===== src/rtl/puf_pkg.sv =====
// Shared widths and FSM encoding for the PUF key reader and its per-bit voters.
`timescale 1ns/1ps
package puf_pkg;

    localparam int PUF_WIDTH  = 256;
    localparam int PUF_CTRL_W = 2;

    typedef enum logic [2:0] {
        ST_IDLE    = 3'd0,
        ST_SETTLE  = 3'd1,
        ST_CAPTURE = 3'd2,
        ST_REARM   = 3'd3,
        ST_VOTE    = 3'd4,
        ST_DONE    = 3'd5
    } state_e;

endpackage


===== src/rtl/puf_bit_voter.sv =====
// Counts how many captured samples of one synchronised PUF bit were 1 and
// derives the majority value and a not-unanimous flag from that count.
`timescale 1ns/1ps
module puf_bit_voter #(
    parameter int NUM_SAMPLES = 5
) (
    input  logic clk,
    input  logic rst,
    input  logic clr,
    input  logic inc,
    input  logic bit_in,
    output logic majority,
    output logic unstable
);

    localparam int CW = $clog2(NUM_SAMPLES + 1);

    logic [CW-1:0] cnt_q;
    logic [CW-1:0] cnt_d;

    always_comb begin
        cnt_d = cnt_q;
        if (clr) begin
            cnt_d = '0;
        end else if (inc) begin
            cnt_d = cnt_q + CW'(bit_in);
        end
    end

    always_ff @(posedge clk or posedge rst) begin
        if (rst) begin
            cnt_q <= '0;
        end else begin
            cnt_q <= cnt_d;
        end
    end

    assign majority = (cnt_q > CW'(NUM_SAMPLES / 2));
    assign unstable = (cnt_q != '0) && (cnt_q != CW'(NUM_SAMPLES));

endmodule


===== src/rtl/puf_key_reader.sv =====
// Drives a PUF generator through NUM_SAMPLES settle/capture rounds, majority-votes
// every response bit into a device key and reports how many bits were not unanimous.
`timescale 1ns/1ps
module puf_key_reader
    import puf_pkg::*;
#(
    parameter int WIDTH         = PUF_WIDTH,
    parameter int NUM_SAMPLES   = 5,
    parameter int SETTLE_CYCLES = 16
) (
    input  logic                       clk,
    input  logic                       rst,
    input  logic                       start,
    input  logic [PUF_CTRL_W-1:0]      challenge,
    output logic                       busy,
    output logic                       puf_enable,
    output logic [PUF_CTRL_W-1:0]      puf_control,
    input  logic [WIDTH-1:0]           puf_response,
    output logic [WIDTH-1:0]           key,
    output logic                       key_valid,
    input  logic                       key_ack,
    output logic [$clog2(WIDTH+1)-1:0] unstable_count
);

    localparam int SW = $clog2(SETTLE_CYCLES);
    localparam int IW = $clog2(NUM_SAMPLES + 1);
    localparam int UW = $clog2(WIDTH + 1);

    state_e                state_q, state_d;
    logic [SW-1:0]         settle_q, settle_d;
    logic [IW-1:0]         idx_q, idx_d;
    logic                  puf_enable_q, puf_enable_d;
    logic [PUF_CTRL_W-1:0] puf_control_q, puf_control_d;
    logic [WIDTH-1:0]      key_q, key_d;
    logic                  key_valid_q, key_valid_d;
    logic [UW-1:0]         unst_q, unst_d;
    logic [WIDTH-1:0]      sync1_q, sync2_q;

    logic                  voter_clr;
    logic                  voter_inc;
    logic [WIDTH-1:0]      maj_vec;
    logic [WIDTH-1:0]      unst_vec;
    logic [UW-1:0]         unst_pop;

    for (genvar i = 0; i < WIDTH; i++) begin : g_voter
        puf_bit_voter #(
            .NUM_SAMPLES(NUM_SAMPLES)
        ) u_voter (
            .clk     (clk),
            .rst     (rst),
            .clr     (voter_clr),
            .inc     (voter_inc),
            .bit_in  (sync2_q[i]),
            .majority(maj_vec[i]),
            .unstable(unst_vec[i])
        );
    end

    always_comb begin
        unst_pop = '0;
        for (int i = 0; i < WIDTH; i++) begin
            unst_pop = unst_pop + UW'(unst_vec[i]);
        end
    end

    // Key handshake: key is offered while key_valid is high and stays frozen until
    // the consumer raises key_ack; the cycle after that the key is zeroised.
    always_comb begin
        state_d       = state_q;
        settle_d      = settle_q;
        idx_d         = idx_q;
        puf_enable_d  = puf_enable_q;
        puf_control_d = puf_control_q;
        key_d         = key_q;
        key_valid_d   = key_valid_q;
        unst_d        = unst_q;
        voter_clr     = 1'b0;
        voter_inc     = 1'b0;
        case (state_q)
            ST_IDLE: begin
                puf_enable_d  = 1'b0;
                puf_control_d = '0;
                if (start) begin
                    puf_control_d = challenge;
                    voter_clr     = 1'b1;
                    idx_d         = '0;
                    settle_d      = '0;
                    unst_d        = '0;
                    puf_enable_d  = 1'b1;
                    state_d       = ST_SETTLE;
                end
            end
            ST_SETTLE: begin
                if (settle_q == SW'(SETTLE_CYCLES - 1)) begin
                    settle_d = '0;
                    state_d  = ST_CAPTURE;
                end else begin
                    settle_d = settle_q + 1'b1;
                end
            end
            ST_CAPTURE: begin
                voter_inc    = 1'b1;
                idx_d        = idx_q + 1'b1;
                puf_enable_d = 1'b0;
                if (idx_q == IW'(NUM_SAMPLES - 1)) begin
                    state_d = ST_VOTE;
                end else begin
                    state_d = ST_REARM;
                end
            end
            ST_REARM: begin
                puf_enable_d = 1'b1;
                settle_d     = '0;
                state_d      = ST_SETTLE;
            end
            ST_VOTE: begin
                key_d       = maj_vec;
                unst_d      = unst_pop;
                key_valid_d = 1'b1;
                state_d     = ST_DONE;
            end
            ST_DONE: begin
                if (key_ack) begin
                    key_d         = '0;
                    key_valid_d   = 1'b0;
                    puf_control_d = '0;
                    state_d       = ST_IDLE;
                end
            end
            default: begin
                state_d = ST_IDLE;
            end
        endcase
    end

    always_ff @(posedge clk or posedge rst) begin
        if (rst) begin
            state_q       <= ST_IDLE;
            settle_q      <= '0;
            idx_q         <= '0;
            puf_enable_q  <= 1'b0;
            puf_control_q <= '0;
            key_q         <= '0;
            key_valid_q   <= 1'b0;
            unst_q        <= '0;
            sync1_q       <= '0;
            sync2_q       <= '0;
        end else begin
            state_q       <= state_d;
            settle_q      <= settle_d;
            idx_q         <= idx_d;
            puf_enable_q  <= puf_enable_d;
            puf_control_q <= puf_control_d;
            key_q         <= key_d;
            key_valid_q   <= key_valid_d;
            unst_q        <= unst_d;
            sync1_q       <= puf_response;
            sync2_q       <= sync1_q;
        end
    end

    assign busy           = (state_q != ST_IDLE);
    assign puf_enable     = puf_enable_q;
    assign puf_control    = puf_control_q;
    assign key            = key_q;
    assign key_valid      = key_valid_q;
    assign unstable_count = unst_q;

endmodule

===== config.mk =====
export PLATFORM = sky130hd
export DESIGN_NAME = puf_key_reader
export DESIGN_NICKNAME = d
export VERILOG_FILES = /design/src/rtl/puf_pkg.sv /design/src/rtl/puf_bit_voter.sv /design/src/rtl/puf_key_reader.sv
export SDC_FILE = /design/constraint.sdc
export NUM_CORES = 2
export LEC_CHECK = 0
export ABC_AREA = 1
export CORE_UTILIZATION = 54
export CTS_CLUSTER_SIZE = 10
export DETAILED_ROUTE_END_ITERATION = 16
export DONT_BUFFER_PORTS = 1
export PLACE_DENSITY = 0.68
export SLEW_MARGIN = 20
export SYNTH_ARGS = -nofsm -noshare
export SYNTH_HDL_FRONTEND = slang
export SYNTH_SLANG_ARGS = --single-unit

===== constraint.sdc =====
create_clock -name clk -period 58.8 [get_ports clk]
set_input_delay 11.76 -clock clk [delete_from_list [all_inputs] [get_ports clk]]
set_output_delay 11.76 -clock clk [all_outputs]
set_load 0.1 [all_outputs]

Word level (Yosys, flattened, before mapping)
Cells that the tools add are included.
{"block": "word_totals", "romBits": 0, "elab_cells": 2363, "latchBits": 0, "output_inout_bits": 270, "ramBits": 0, "mem_count": 0, "ff_bits": 1559}
{"block": "classes", "magnitude_cmp": 256, "mul": 0, "mux": 535, "n_reduce_logical": 527, "div": 0, "shifts": 0, "n_eq_ne": 266, "n_bitwise": 0, "add_sub_neg": 513}
{"op": "9-bit by 1-bit adder with 9-bit output", "n": 247}
{"op": "3-bit two-way mux", "n": 517}
{"op": "3-bit nonzero test", "n": 259}
{"op": "3-bit by 1-bit adder with 3-bit output", "n": 256}
{"op": "3-bit by 2-bit > comparator with 1-bit output (second input constant)", "n": 256}
{"op": "3-bit != test (second input constant)", "n": 256}
{"op": "256-bit one-hot mux with 2 select lines", "n": 1}
{"op": "1-bit logical AND", "n": 256}
{"op": "256-bit two-way mux", "n": 1}
{"op": "3-bit one-hot mux with 6 select lines", "n": 1}
{"op": "9-bit one-hot mux with 2 select lines", "n": 1}
{"op": "4-bit one-hot mux with 3 select lines", "n": 1}
{"op": "2-bit AND reduction", "n": 5}
{"op": "2-bit nonzero test", "n": 5}
{"op": "8-bit by 1-bit adder with 9-bit output", "n": 1}
{"op": "3-bit equality test (second input constant)", "n": 3}
{"op": "9-bit two-way mux", "n": 1}
{"op": "7-bit by 1-bit adder with 8-bit output", "n": 1}
{"op": "4-bit two-way mux", "n": 2}
{"op": "6-bit by 1-bit adder with 7-bit output", "n": 1}
{"op": "5-bit by 1-bit adder with 6-bit output", "n": 1}
{"op": "3-bit by 2-bit equality test with 1-bit output (second input constant)", "n": 2}
{"op": "2-bit != test (second input constant)", "n": 3}
{"op": "3-bit one-hot mux with 2 select lines", "n": 1}
{"op": "other kinds (15)", "n": 19}

Depth between registers and ports, before layout
{"block": "depth", "word_depth": 258, "mapped_depth": 33}

Cells and area by module
A second synthesis with hierarchy kept.
{"block": "hier_totals", "hier_cells": 8560, "area_unflattened_um2": 77216.6}
{"module": "puf_bit_voter", "cells_each": 24, "n_inst": 256, "area_per_inst_um2": 181.4}
{"module": "puf_key_reader", "cells_each": 2416, "n_inst": 1, "area_per_inst_um2": 30772.0}

Least setup slack after synthesis
Ideal clock, no wire load.
{"block": "synth_path", "path_type": "register to output", "startpoint": "register state_q[2]", "endpoint": "output busy", "path_stages_with_launch": 5, "path_buffers": 2, "arrival_time_ns": 1.654, "slack_ns": 45.386, "path_cell_list": "dfrtp_1 -> buf_2 -> inv_1 -> nand2_2 -> clkbuf_1"}
{"block": "synth_between", "elab_chain_cells": 1}
{"item": "start, declared", "line": "puf_key_reader.sv:29", "rtl": "state_e state_q, state_d;"}
{"item": "start signal, assigned", "line": "puf_key_reader.sv:149", "rtl": "state_q <= state_d;"}
{"item": "3-bit nonzero test", "line": "puf_key_reader.sv:162", "rtl": "assign busy = (state_q != ST_IDLE);"}
{"item": "end, declared", "line": "puf_key_reader.sv:15", "rtl": "output logic busy,"}
Every way passes these cells.

==> key figures <==
Clock network
  • Clock Latency Late Sink: 0.81 ns
  • Worst-path clk slew: 0.05 ns
  • Postcts setup bufs: 0
  • Bufs on Longest Clock Path: 3
  • Clock Root Buffer: clkbuf_16
  • H-tree lvl count: 4
  • CTS tree: built
  • Hold buffer count at CTS: 0
  • Clock Sinks: approximately 1.6k
  • TritonCTS Buffers: ~180
  • Cts repair resizes: 0

Routing
  • Drt total wl: 181.1 mm
  • Via count: between 40k and 50k
  • WL/cell: roughly 21 um
  • Via/cell ratio: approximately 5.7
  • First DRT Iteration DRCs: about 3.9k
  • Drt drc: 0
  • DRT Pass-1 Iters: 5
  • Post-route ant nets: 0

Floorplan
  • CORE AREA: between 100000 and 150000 sq um
  • Initial Util: between 50% and 60%
  • Die width: between 300 and 400 um
  • I/O pin total: 532
  • Die footprint: about 130000 sq um
  • Die height: ~370 um
  • Site row count: 132

STA
  • Final WS setup: approximately 44 ns
  • Max Transition Viols Final: 0
  • Clock Skews: just under 0.04 ns
  • Final hold viol count: 0
  • Finish-stage setup viols: 0
  • RSZ-0062 raised after global routing: false
  • Minimum clock period: 14.68 ns
  • Slew margin rel.: 22.33%
  • Maximum clock rate: between 0.06 and 0.07 GHz
  • Fin Setup TNS: 0 ns
  • Slew @ Worst Pin: ~1.2 ns
  • Final critical-path share of the clock period: 24.96%

Cells and area
  • Synth-to-layout area growth: 8.582%
  • Final nets: about 7.8k
  • Final instance area: 77350 sq um
  • Fraction of layout cells with a size suffix above 1: between 3 and 4%
  • Post-route insts no fill: between 8k and 9k

Synthesis
  • Most common flop cell mapped by yosys: dfrtp_1
  • Asr flop ratio synth: 100.0%
  • Top cells by area, synth: dfrtp_1 55%, ha_1 9.7%, a21oi_1 7.2%
  • Post-synth EDFFs: 0
  • Mapped Area: approximately 71000 sq um
  • Cell taking the most area after synthesis: dfrtp_1
  • Synth top area share: a little over half
  • Register area share after synthesis: 54.77%
  • Net Count, Synth: 7876
  • Seq cells post-synth: 1559
  • Synth Area per Inst: between 10 and 15 sq um
  • Synth top cells by count: 1559 x dfrtp_1, 1095 x nand2_1, 1030 x a21oi_1, 691 x o21ai_0, 634 x inv_1
  • Most common cell in the synthesized netlist: dfrtp_1
  • YS warnings: 0
  • Netlist cell types: 29
  • Post-synthesis instance total: between 6k and 7k

Placement
  • Placed Area: 72470 sq um
  • Final HPWL DP: 121.6 mm
  • GPL Wtd Cong: about 0.85
  • Port bufs: 0
  • Worst slack, placed: about 43 ns
  • Inst Count DP: roughly 8.3k

Setup path
  • Arrival time worst endpoint: 15.45 ns
  • Cell Chain, Critical Path: inv_8, buf_4, buf_12, buf_12, buf_4
  • CP max stage delay: 0.84 ns
  • Critical Path Slowest Stage Cell: buf_4
  • Worst setup EP type: asynchronous set/reset pin
  • Peak fanout along the critical path: between 150 and 200
  • Startpoint types: primary input
  • Required @ worst endpoint: 59.58 ns
  • WS Path Type: primary input to asynchronous set/reset pin

Global route
  • Antenna violations before repair: 26
  • GRT Util Overall: between 20% and 30%
  • Largest net degree at the start of global routing: 174
  • First-pass GRT wire length: between 200 and 300 mm
  • Vias in the first global route: 47.56k
  • GR Overflow Total: 0

Outcome
  • Status: completed

Job
  • Max cap viols: 0

Min path
  • Hold WC Path Type: register to register
cell usage in the layout, fill, tap and decap left out, drive strengths merged:
cell type	instances
o22ai	192
nand3	270
inv	642
a31oi	1
nand3b	2
buf	45
diode	13
bufinv	1
a22o	4
fa	242
ha	554
nor3	52
nor2	85
or2	1
dfrtp	1559
a21oi	1030
xnor2	1
clkinv	10
o21ai	710
nand2	1096
clkbuf	196
nand4	2
xor2	35
o221ai	1
and3	31
state kept, by name (all words and copies together) (netlist names):
name / flops
state_q: 3
sync2_q: 256
key_valid: 1
unstable_count: 9
settle_q: 4
sync1_q: 256
key: 256
idx_q: 3
puf_control: 2
puf_enable: 1
g_voter.u_voter.cnt_q: 768
layout make-up:
| class | count | area, sq um |
|---|---|---|
| fill | 10690 | 52800 |
| inverter | 635 | 2406 |
| antenna | 13 | 32.53 |
| sequential | 1559 | 39010 |
| multi-input combinational | 4309 | 28390 |
| timing repair buffer | 45 | 486.7 |
| tap | 1742 | 2180 |
| clock inverter | 18 | 309.0 |
| clock buffer | 196 | 4531 |
path summary, 6_finish.rpt:
check / start / to / slack (ns) / depth (start not counted)
worst max-delay path: rst / key[79]$_DFFE_PP0P_ / 44.12 / 5
worst max register to register: g_voter[161].u_voter.cnt_q[0]$_DFFE_PP0P_ / unstable_count[8]$_DFFE_PP0P_ / 50.41 / 30
worst min-delay path: sync1_q[204]$_DFF_PP0_ / sync2_q[204]$_DFF_PP0_ / 0.32 / 0
min in group asynchronous: rst / key[193]$_DFFE_PP0P_ / 10.95 / 1
worst min register to register: sync1_q[204]$_DFF_PP0_ / sync2_q[204]$_DFF_PP0_ / 0.32 / 0
max in group clk: state_q[1]$_DFFE_PP0P_ / busy / 44.84 / 2
worst max-delay path: cells and delay by family:
family | cells | cell delay [ns]
buffers and inverters | 5 | 3.31
layer usage:
layer  GRT usage, %  wire, um  up-vias
li1               -         -    22620
met1          37.82     78650    24200
met2          43.39     85190     1313
met3          5.356     11220      298
met4          9.771      5952       14
met5              0        87        -
logic make-up after synthesis:
family | count (synthesis) | synth area share (%)
buffers and inverters | 950 | 5.461
xor gates and xnor gates | 36 | 0.4426
adders and majority gates | 796 | 16.53
DFF | 1559 | 54.77
and+or+nand+nor | 1539 | 8.819
AOI/OAI and AO/OA | 1938 | 13.98
through the flow:
stage	hold WS (ns)	utilization, %
after floorplan	0.3312	-
after global placement	0.3330	55.68
after detailed placement	0.3347	55.68
after CTS	0.3323	59.40
after global routing	0.3398	59.41
final	0.3225	59.43
Power is left out: the tool's default activity adds up to more than one toggle a clock period on the data nets, which glitch-free logic cannot reach.
